==> config.mk <==
export PLATFORM = sky130hd
export DESIGN_NAME = branch_predict_unit
export DESIGN_NICKNAME = d
export VERILOG_FILES = /design/src/rtl/bpu_pkg.sv /design/src/rtl/bpu_ras.sv /design/src/rtl/branch_predict_unit.sv
export SDC_FILE = /design/constraint.sdc
export NUM_CORES = 2
export LEC_CHECK = 0
export BUFFER_PORTS_ARGS = -buffer_cell sky130_fd_sc_hd__buf_4
export CORE_MARGIN = 10
export CORE_UTILIZATION = 45
export DETAILED_ROUTE_END_ITERATION = 12
export GPL_TIMING_DRIVEN = 0
export PLACE_DENSITY = 0.6
export SLEW_MARGIN = 20
export SYNTH_ARGS = -nofsm -noshare
export SYNTH_HDL_FRONTEND = slang
export SYNTH_SLANG_ARGS = --single-unit
==> constraint.sdc <==
create_clock -name clk -period 22.4 [get_ports clk]
set_input_delay 6.72 -clock clk [delete_from_list [all_inputs] [get_ports clk]]
set_output_delay 6.72 -clock clk [all_outputs]
set_load 0.01 [all_outputs]
==> src/rtl/bpu_pkg.sv <==
// Shared types and helpers for the branch prediction unit: branch_control
// encodings, BTB entry kinds and the 2-bit saturating counter update.
package bpu_pkg;

  localparam logic [2:0] BcBeq  = 3'b000;
  localparam logic [2:0] BcBne  = 3'b001;
  localparam logic [2:0] BcBgt  = 3'b010;
  localparam logic [2:0] BcBgte = 3'b011;
  localparam logic [2:0] BcBle  = 3'b100;
  localparam logic [2:0] BcBleq = 3'b101;
  localparam logic [2:0] BcBleu = 3'b110;
  localparam logic [2:0] BcBgtu = 3'b111;

  typedef enum logic [1:0] {
    KindBr  = 2'd0,
    KindJmp = 2'd1,
    KindRet = 2'd2
  } bpu_kind_e;

  // Tag and target live in separate arrays so their widths can follow XLEN.
  typedef struct packed {
    logic      valid;
    logic [1:0] ctr;
    bpu_kind_e kind;
  } btb_entry_t;

  function automatic logic [1:0] ctr_update(input logic [1:0] ctr, input logic taken);
    if (taken) return (ctr == 2'b11) ? ctr : ctr + 2'b01;
    return (ctr == 2'b00) ? ctr : ctr - 2'b01;
  endfunction

endpackage

==> src/rtl/bpu_ras.sv <==
// Circular return-address stack; a push when full overwrites the oldest entry,
// a pop when empty leaves it empty.
module bpu_ras #(
  parameter int unsigned Depth = 4,
  parameter int unsigned Width = 32
) (
  input  logic             clk_i,
  input  logic             rst_i,
  input  logic             push_i,
  input  logic             pop_i,
  input  logic [Width-1:0] data_i,
  output logic [Width-1:0] top_o,
  output logic             empty_o
);
  localparam int unsigned PtrW = $clog2(Depth);
  localparam int unsigned CntW = $clog2(Depth + 1);

  logic [Width-1:0] mem_q [Depth];
  logic [Width-1:0] mem_d [Depth];
  logic [PtrW-1:0]  ptr_q, ptr_d, top_ptr;  // ptr_q is the next free slot
  logic [CntW-1:0]  cnt_q, cnt_d;

  assign top_ptr = (ptr_q == '0) ? PtrW'(Depth - 1) : ptr_q - 1'b1;
  assign top_o   = mem_q[top_ptr];
  assign empty_o = (cnt_q == '0);

  always_comb begin
    mem_d = mem_q;
    ptr_d = ptr_q;
    cnt_d = cnt_q;
    if (push_i) begin
      mem_d[ptr_q] = data_i;
      ptr_d = (ptr_q == PtrW'(Depth - 1)) ? '0 : ptr_q + 1'b1;
      if (cnt_q != CntW'(Depth)) cnt_d = cnt_q + 1'b1;
    end else if (pop_i && !empty_o) begin
      ptr_d = top_ptr;
      cnt_d = cnt_q - 1'b1;
    end
  end

  always_ff @(posedge clk_i) begin
    if (rst_i) begin
      for (int unsigned i = 0; i < Depth; i++) mem_q[i] <= '0;
      ptr_q <= '0;
      cnt_q <= '0;
    end else begin
      mem_q <= mem_d;
      ptr_q <= ptr_d;
      cnt_q <= cnt_d;
    end
  end

endmodule

==> src/rtl/branch_predict_unit.sv <==
// Branch resolver with a direct-mapped BTB for fetch-stage prediction.
// Optional return-address stack enabled by defining BRANCH_PREDICT_RAS_EN.
module branch_predict_unit
  import bpu_pkg::*;
#(
  parameter int unsigned XLEN      = 32,
  parameter int unsigned ENTRIES   = 16,
  parameter int unsigned RAS_DEPTH = 4,
  parameter logic [1:0]  CTR_INIT  = 2'b01
) (
  input  logic            clk,
  input  logic            rst,
  input  logic            f_valid,
  input  logic [XLEN-1:0] f_pc,
  output logic            pred_taken,
  output logic [XLEN-1:0] pred_target,
  input  logic            ex_valid,
  input  logic [XLEN-1:0] ex_pc,
  input  logic [XLEN-1:0] ex_rs_val,
  input  logic [XLEN-1:0] ex_rt_val,
  input  logic [15:0]     ex_immediate,
  input  logic [25:0]     ex_jump_address,
  input  logic [2:0]      ex_branch_control,
  input  logic            ex_is_branch,
  input  logic            ex_is_jump,
  input  logic            ex_is_jal,
  input  logic            ex_is_jr,
  input  logic            ex_pred_taken,
  input  logic [XLEN-1:0] ex_pred_target,
  output logic            mispredict,
  output logic [XLEN-1:0] redirect_pc,
  output logic            resolved_taken
);
  localparam int unsigned IDX = $clog2(ENTRIES);
  localparam int unsigned TW  = XLEN - IDX - 2;

  btb_entry_t      meta_q [ENTRIES];
  btb_entry_t      meta_d [ENTRIES];
  logic [TW-1:0]   tag_q  [ENTRIES];
  logic [TW-1:0]   tag_d  [ENTRIES];
  logic [XLEN-1:0] tgt_q  [ENTRIES];
  logic [XLEN-1:0] tgt_d  [ENTRIES];

  logic            mis_q, mis_d, rt_q, rt_d;
  logic [XLEN-1:0] redir_q, redir_d;

  logic [IDX-1:0]  f_idx, ex_idx;
  logic            f_hit, ex_hit;
  logic            ras_valid;
  logic [XLEN-1:0] ras_top;
  logic            br_taken, act_taken;
  logic [XLEN-1:0] ex_pc4, br_target, jmp_target, act_target;

  assign f_idx  = f_pc[IDX+1:2];
  assign ex_idx = ex_pc[IDX+1:2];
  assign f_hit  = f_valid && meta_q[f_idx].valid && (tag_q[f_idx] == f_pc[XLEN-1:IDX+2]);
  assign ex_hit = meta_q[ex_idx].valid && (tag_q[ex_idx] == ex_pc[XLEN-1:IDX+2]);

  always_comb begin
    pred_taken  = 1'b0;
    pred_target = f_pc + XLEN'(4);
    if (f_hit && !rst) begin
      case (meta_q[f_idx].kind)
        KindBr:  pred_taken = meta_q[f_idx].ctr[1];
        KindJmp: pred_taken = 1'b1;
        KindRet: pred_taken = ras_valid;
        default: pred_taken = 1'b0;
      endcase
    end
    if (pred_taken) begin
      pred_target = (meta_q[f_idx].kind == KindRet) ? ras_top : tgt_q[f_idx];
    end
  end

  assign ex_pc4     = ex_pc + XLEN'(4);
  assign br_target  = ex_pc4 + {{(XLEN-18){ex_immediate[15]}}, ex_immediate, 2'b00};
  assign jmp_target = {ex_pc[XLEN-1:28], ex_jump_address, 2'b00};

  always_comb begin
    br_taken = 1'b0;
    unique case (ex_branch_control)
      BcBeq:  br_taken = (ex_rs_val == ex_rt_val);
      BcBne:  br_taken = (ex_rs_val != ex_rt_val);
      BcBgt:  br_taken = ($signed(ex_rs_val) >  $signed(ex_rt_val));
      BcBgte: br_taken = ($signed(ex_rs_val) >= $signed(ex_rt_val));
      BcBle:  br_taken = ($signed(ex_rs_val) <  $signed(ex_rt_val));
      BcBleq: br_taken = ($signed(ex_rs_val) <= $signed(ex_rt_val));
      BcBleu: br_taken = (ex_rs_val < ex_rt_val);
      BcBgtu: br_taken = (ex_rs_val > ex_rt_val);
    endcase
  end

  assign act_taken  = ex_is_branch ? br_taken : (ex_is_jump | ex_is_jr);
  assign act_target = ex_is_jr ? ex_rs_val : (ex_is_jump ? jmp_target : br_target);

  always_comb begin
    mis_d   = ex_valid && ((act_taken != ex_pred_taken) ||
                           (act_taken && (act_target != ex_pred_target)));
    redir_d = ex_valid ? (act_taken ? act_target : ex_pc4) : redir_q;
    rt_d    = ex_valid ? act_taken : rt_q;
  end

  always_comb begin
    meta_d = meta_q;
    tag_d  = tag_q;
    tgt_d  = tgt_q;
    if (ex_valid) begin
      if (ex_is_branch) begin
        if (ex_hit) begin
          meta_d[ex_idx].ctr = ctr_update(meta_q[ex_idx].ctr, br_taken);
          if (br_taken) tgt_d[ex_idx] = act_target;
        end else if (br_taken) begin
          meta_d[ex_idx] = '{valid: 1'b1, ctr: ctr_update(CTR_INIT, 1'b1), kind: KindBr};
          tag_d[ex_idx]  = ex_pc[XLEN-1:IDX+2];
          tgt_d[ex_idx]  = act_target;
        end
      end else if (ex_is_jump) begin
        meta_d[ex_idx] = '{valid: 1'b1, ctr: 2'b11, kind: KindJmp};
        tag_d[ex_idx]  = ex_pc[XLEN-1:IDX+2];
        tgt_d[ex_idx]  = act_target;
      end
`ifdef BRANCH_PREDICT_RAS_EN
      else if (ex_is_jr) begin
        meta_d[ex_idx] = '{valid: 1'b1, ctr: 2'b11, kind: KindRet};
        tag_d[ex_idx]  = ex_pc[XLEN-1:IDX+2];
        tgt_d[ex_idx]  = act_target;
      end
`endif
    end
  end

`ifdef BRANCH_PREDICT_RAS_EN
  logic ras_empty;

  bpu_ras #(
    .Depth(RAS_DEPTH),
    .Width(XLEN)
  ) u_ras (
    .clk_i  (clk),
    .rst_i  (rst),
    .push_i (ex_valid & ex_is_jal),
    .pop_i  (ex_valid & ex_is_jr),
    .data_i (ex_pc4),
    .top_o  (ras_top),
    .empty_o(ras_empty)
  );
  assign ras_valid = !ras_empty;
`else
  logic        unused_jal;
  logic [31:0] unused_ras_depth;
  assign unused_jal       = ex_is_jal;
  assign unused_ras_depth = 32'(RAS_DEPTH);
  assign ras_top          = '0;
  assign ras_valid        = 1'b0;
`endif

  always_ff @(posedge clk) begin
    if (rst) begin
      for (int unsigned i = 0; i < ENTRIES; i++) begin
        meta_q[i] <= '{valid: 1'b0, ctr: CTR_INIT, kind: KindBr};
        tag_q[i]  <= '0;
        tgt_q[i]  <= '0;
      end
      mis_q   <= 1'b0;
      redir_q <= '0;
      rt_q    <= 1'b0;
    end else begin
      meta_q  <= meta_d;
      tag_q   <= tag_d;
      tgt_q   <= tgt_d;
      mis_q   <= mis_d;
      redir_q <= redir_d;
      rt_q    <= rt_d;
    end
  end

  assign mispredict     = mis_q;
  assign redirect_pc    = redir_q;
  assign resolved_taken = rt_q;

endmodule

==> results.py <==
metrics = {
    "cells_and_area": {
        "seq_area_mm2": 0.0209,
        "final_layout_size_suffix_gt1_share_pct": 17.3,
        "fill_cells": 11300,
        "multi_input_area_mm2": 0.0310,
        "syn2layout_area_growth_pct": 14.7,
        "nets": 6545,
    },
    "floorplanning": {
        "rows": 127,
        "die_w_um": 369,
        "pin_count": 281,
        "initial_core_util_pct": 45.5,
        "core_mm2": 0.120,
        "die-area_mm2": 0.136,
        "die_y_um": 369,
    },
    "sta": {
        "tightestPinTransition_ns": 1.34,
        "tns_ns": 0,
        "slew_headroom_pct": 10.5,
        "hold_viol": 0,
        "rsz0062_at_grt": "no",
        "min_period_over_period_pct": 87.6,
        "timing.fmax_mhz": 51.0,
        "hold_ws_ns": 0.450,
        "fin_crit_ns": 19.62,
        "drv_slew": 0,
        "skew_ns": 0.0417,
        "finalSetupViolCount": 0,
    },
    "detailed_routing": {
        "first_pass_iters": 10,
        "drc": 0,
        "viasPerCell": 6.68,
        "wirelength_mm": 271,
        "ant_nets": 0,
        "wl_per_cell_um": 34.1,
        "initialDrtViolationCount": 8723,
        "via_count": 53200,
    },
    "pwr": {
        "seqPwrFrac_pct": 42.1,
        "switching_share_pct": 29.2,
        "comb_power_share_pct": 14.4,
        "p_leak_uw": 0.0218,
        "peakVddDrop_mv": 0.0747,
        "pwr_density_cell_mw_per_mm2": 71.6,
        "clkPwrFrac_pct": 43.5,
        "p_switching_uw": 1320,
        "p_int_uw": 3180,
    },
    "synthesis": {
        "syn_inst": 5872,
        "synth-compound-area-share_pct": 13.9,
        "synth_mux_area_share_pct": 19.6,
        "syn_area_per_cell_um2": 9.32,
        "synth_xor_xnor_area_share_pct": 2.75,
        "yosys.area_share.simple_pct": 18.6,
        "ys_async_sr_fraction_pct": 0,
        "synth_area_mm2": 0.0547,
        "synth_top_family_by_area": "multiplexers",
        "synth_enable_flop_cells": 0,
        "synth_fa_ha_area_share_pct": 1.75,
        "synth_nets": 6161,
        "ys_warn_count": 0,
        "seq_area_frac_synth_pct": 38.1,
        "synth_cell_type_count": 85,
        "synthFlopType": "dfxtp_1",
        "ys_ff_latch": 1042,
    },
    "status": {
        "status": "completed",
    },
    "hold_path": {
        "hold_path.class": "reg2reg",
    },
    "clocking": {
        "cts.htree.levels": 3,
        "clk_pin_slew_ns": 0.06,
        "tritoncts": "yes",
        "root_buffer": "clkbuf_16",
        "cts_setup_buffers": 0,
        "clock_latency_ns": 0.78,
        "hold_buffers": 0,
        "clockBufferDepth": 3,
        "cts_buffers": 113,
        "ctsResizeCount": 0,
        "numClockSinks": 1042,
    },
    "setup_path": {
        "worstSetupPathType": "in2out",
        "worstPathArrival_ns": 12.90,
        "slowest_delay_ns": 0.82,
        "path_max_fanout": 10,
        "crit_buf_inv": 9,
        "critPathRequiredTime_ns": 15.68,
        "crit_chain": "buf_4, clkbuf_1, buf_2, buf_2, buf_2, buf_2, buf_1, clkbuf_2, mux4_2, mux4_2, nor2_1, a21oi_1, buf_4",
        "crit_family": "buffers and inverters",
        "cp-start-kind": "primary input",
        "timing.critical_path.mode_cell": "buf_2",
        "crit_path_end_kind": "primary output",
        "slowest_stage": "buf_1",
    },
    "placed_design": {
        "io_buffers": 252,
        "gp_congestion": 1.05,
        "dp_hpwl_mm": 203,
    },
    "global_routing": {
        "first_global_vias": 49500,
        "antenna_found_initial": 18,
        "grt_pass1_wl_mm": 375,
        "grt_max_degree": 21,
        "grt_use_total_pct": 38.2,
        "gr-total-overflow": 0,
    },
    "job": {
        "maxCapViolations": 0,
    },
}
-- cells in the final DEF, fill, tap and decap left out, types with 12 or more instances in the layout --
| cell type | synthesis | routed |
|---|---|---|
| clkbuf_1 | 371 | 379 |
| xor2_1 | 51 | 51 |
| nand4_1 | 40 | 40 |
| clkbuf_2 | 8 | 32 |
| nand3b_1 | 424 | 424 |
| clkbuf_8 | 0 | 32 |
| nand2b_1 | 45 | 45 |
| a211oi_1 | 150 | 146 |
| ha_1 | 74 | 74 |
| buf_6 | 27 | 34 |
| and3_1 | 39 | 39 |
| and2_1 | 22 | 22 |
| mux2_2 | 12 | 12 |
| a22oi_1 | 12 | 12 |
| nand3_1 | 59 | 59 |
| inv_1 | 94 | 94 |
| nor4_1 | 24 | 23 |
| nor3_1 | 57 | 57 |
| a21o_1 | 13 | 13 |
| dfxtp_1 | 1042 | 1042 |
| buf_4 | 34 | 292 |
| nor2b_1 | 34 | 34 |
| a21oi_1 | 502 | 499 |
| nand2_1 | 936 | 936 |
| clkbuf_16 | 0 | 115 |
| o21ai_0 | 434 | 432 |
| xnor2_1 | 118 | 118 |
| and3b_1 | 17 | 17 |
| a31oi_1 | 12 | 12 |
| buf_2 | 80 | 102 |
| buf_1 | 49 | 25 |
| o22ai_1 | 14 | 14 |
| o21ai_1 | 72 | 70 |
| clkinv_2 | 0 | 14 |
| mux4_2 | 416 | 416 |
| nor2_1 | 293 | 293 |
| mux2i_1 | 120 | 120 |
-- area by class of cell --
| class | count | share of cell area [%] |
|---|---|---|
| antenna | 10 | 0.0399 |
| buffer | 569 | 4.19 |
| clock buffer | 176 | 5.46 |
| clock inverter | 28 | 0.542 |
| inverter | 96 | 0.574 |
| multi-input combinational | 4165 | 49.5 |
| sequential | 1042 | 33.2 |
| tap | 1612 | 3.21 |
| timing repair buffer | 269 | 3.29 |
-- metal layers --
metal  global-route usage, %  wire length (um)
met1                    48.8            102000
met5                   0.783               238
met2                    54.4            111000
met4                    19.7             17000
met3                    16.1             41500
-- flip-flops by register name, summed over array words and instances (netlist names) --
name	cells
tgt_q	512
tag_q	416
meta_q	80
redirect_pc	32
mispredict	1
resolved_taken	1
-- metrics by stage --
step	instances	utilization (%)	instance area [um2]	total power, uW	setup WS (ns)
3_3_place_gp	7736	48.7	58600	2540	2.03
5_1_grt	7960	52.2	62800	4570	2.73
3_5_place_dp	7753	49.0	59000	2550	2.88
2_1_floorplan	5872	-	54700	2260	5.54
4_1_cts	7957	52.2	62700	4450	2.87
6_report	7967	52.2	62800	4500	2.78
-- worst paths after layout --
check	slack, ns	cells past startpoint	start	end
min	0.45	2	tgt_q[175]$_SDFFE_PP0P_	tgt_q[175]$_SDFFE_PP0P_
max	2.78	13	f_pc[2]	pred_target[6]
min reg2reg	0.45	2	tgt_q[175]$_SDFFE_PP0P_	tgt_q[175]$_SDFFE_PP0P_
max reg2reg	16.91	12	tag_q[185]$_SDFFE_PP0P_	tag_q[135]$_SDFFE_PP0P_
-- synth_stat cells (74+ instances only) --
library cell	count	area share [%]
dfxtp_1	1042	38
a21oi_1	502	4.6
a211oi_1	150	2.1
nor2_1	293	2.0
mux4_2	416	17
o21ai_0	434	4.0
inv_1	94	0.64
mux2i_1	120	2.2
nand2_1	936	6.4
nand3b_1	424	5.8
clkbuf_1	371	2.5
xnor2_1	118	1.9
ha_1	74	1.7
buf_2	80	0.73
-- cell families after synthesis --
family          count (synthesis)
buf+inv                       665
xor+xnor                      170
simple gates                 2037
fa+ha+maj                      76
flops                        1042
compound gates               1334
mux                           548
-- worst min-delay path, cell delays in order (launching register included) --
cell	delay (ns)
dfxtp_1	0.30
nand2_1	0.05
a21oi_1	0.05
-- power groups by stage --
stage          Clock, uW  Combinational [uW]  Sequential (uW)
6_report            1960                 648             1890
5_1_grt             2020                 659             1890
4_1_cts             1940                 620             1890
3_5_place_dp           0                 618             1930
3_3_place_gp           0                 606             1930
2_1_floorplan          0                 326             1930
(Power assumes the default switching activity.)
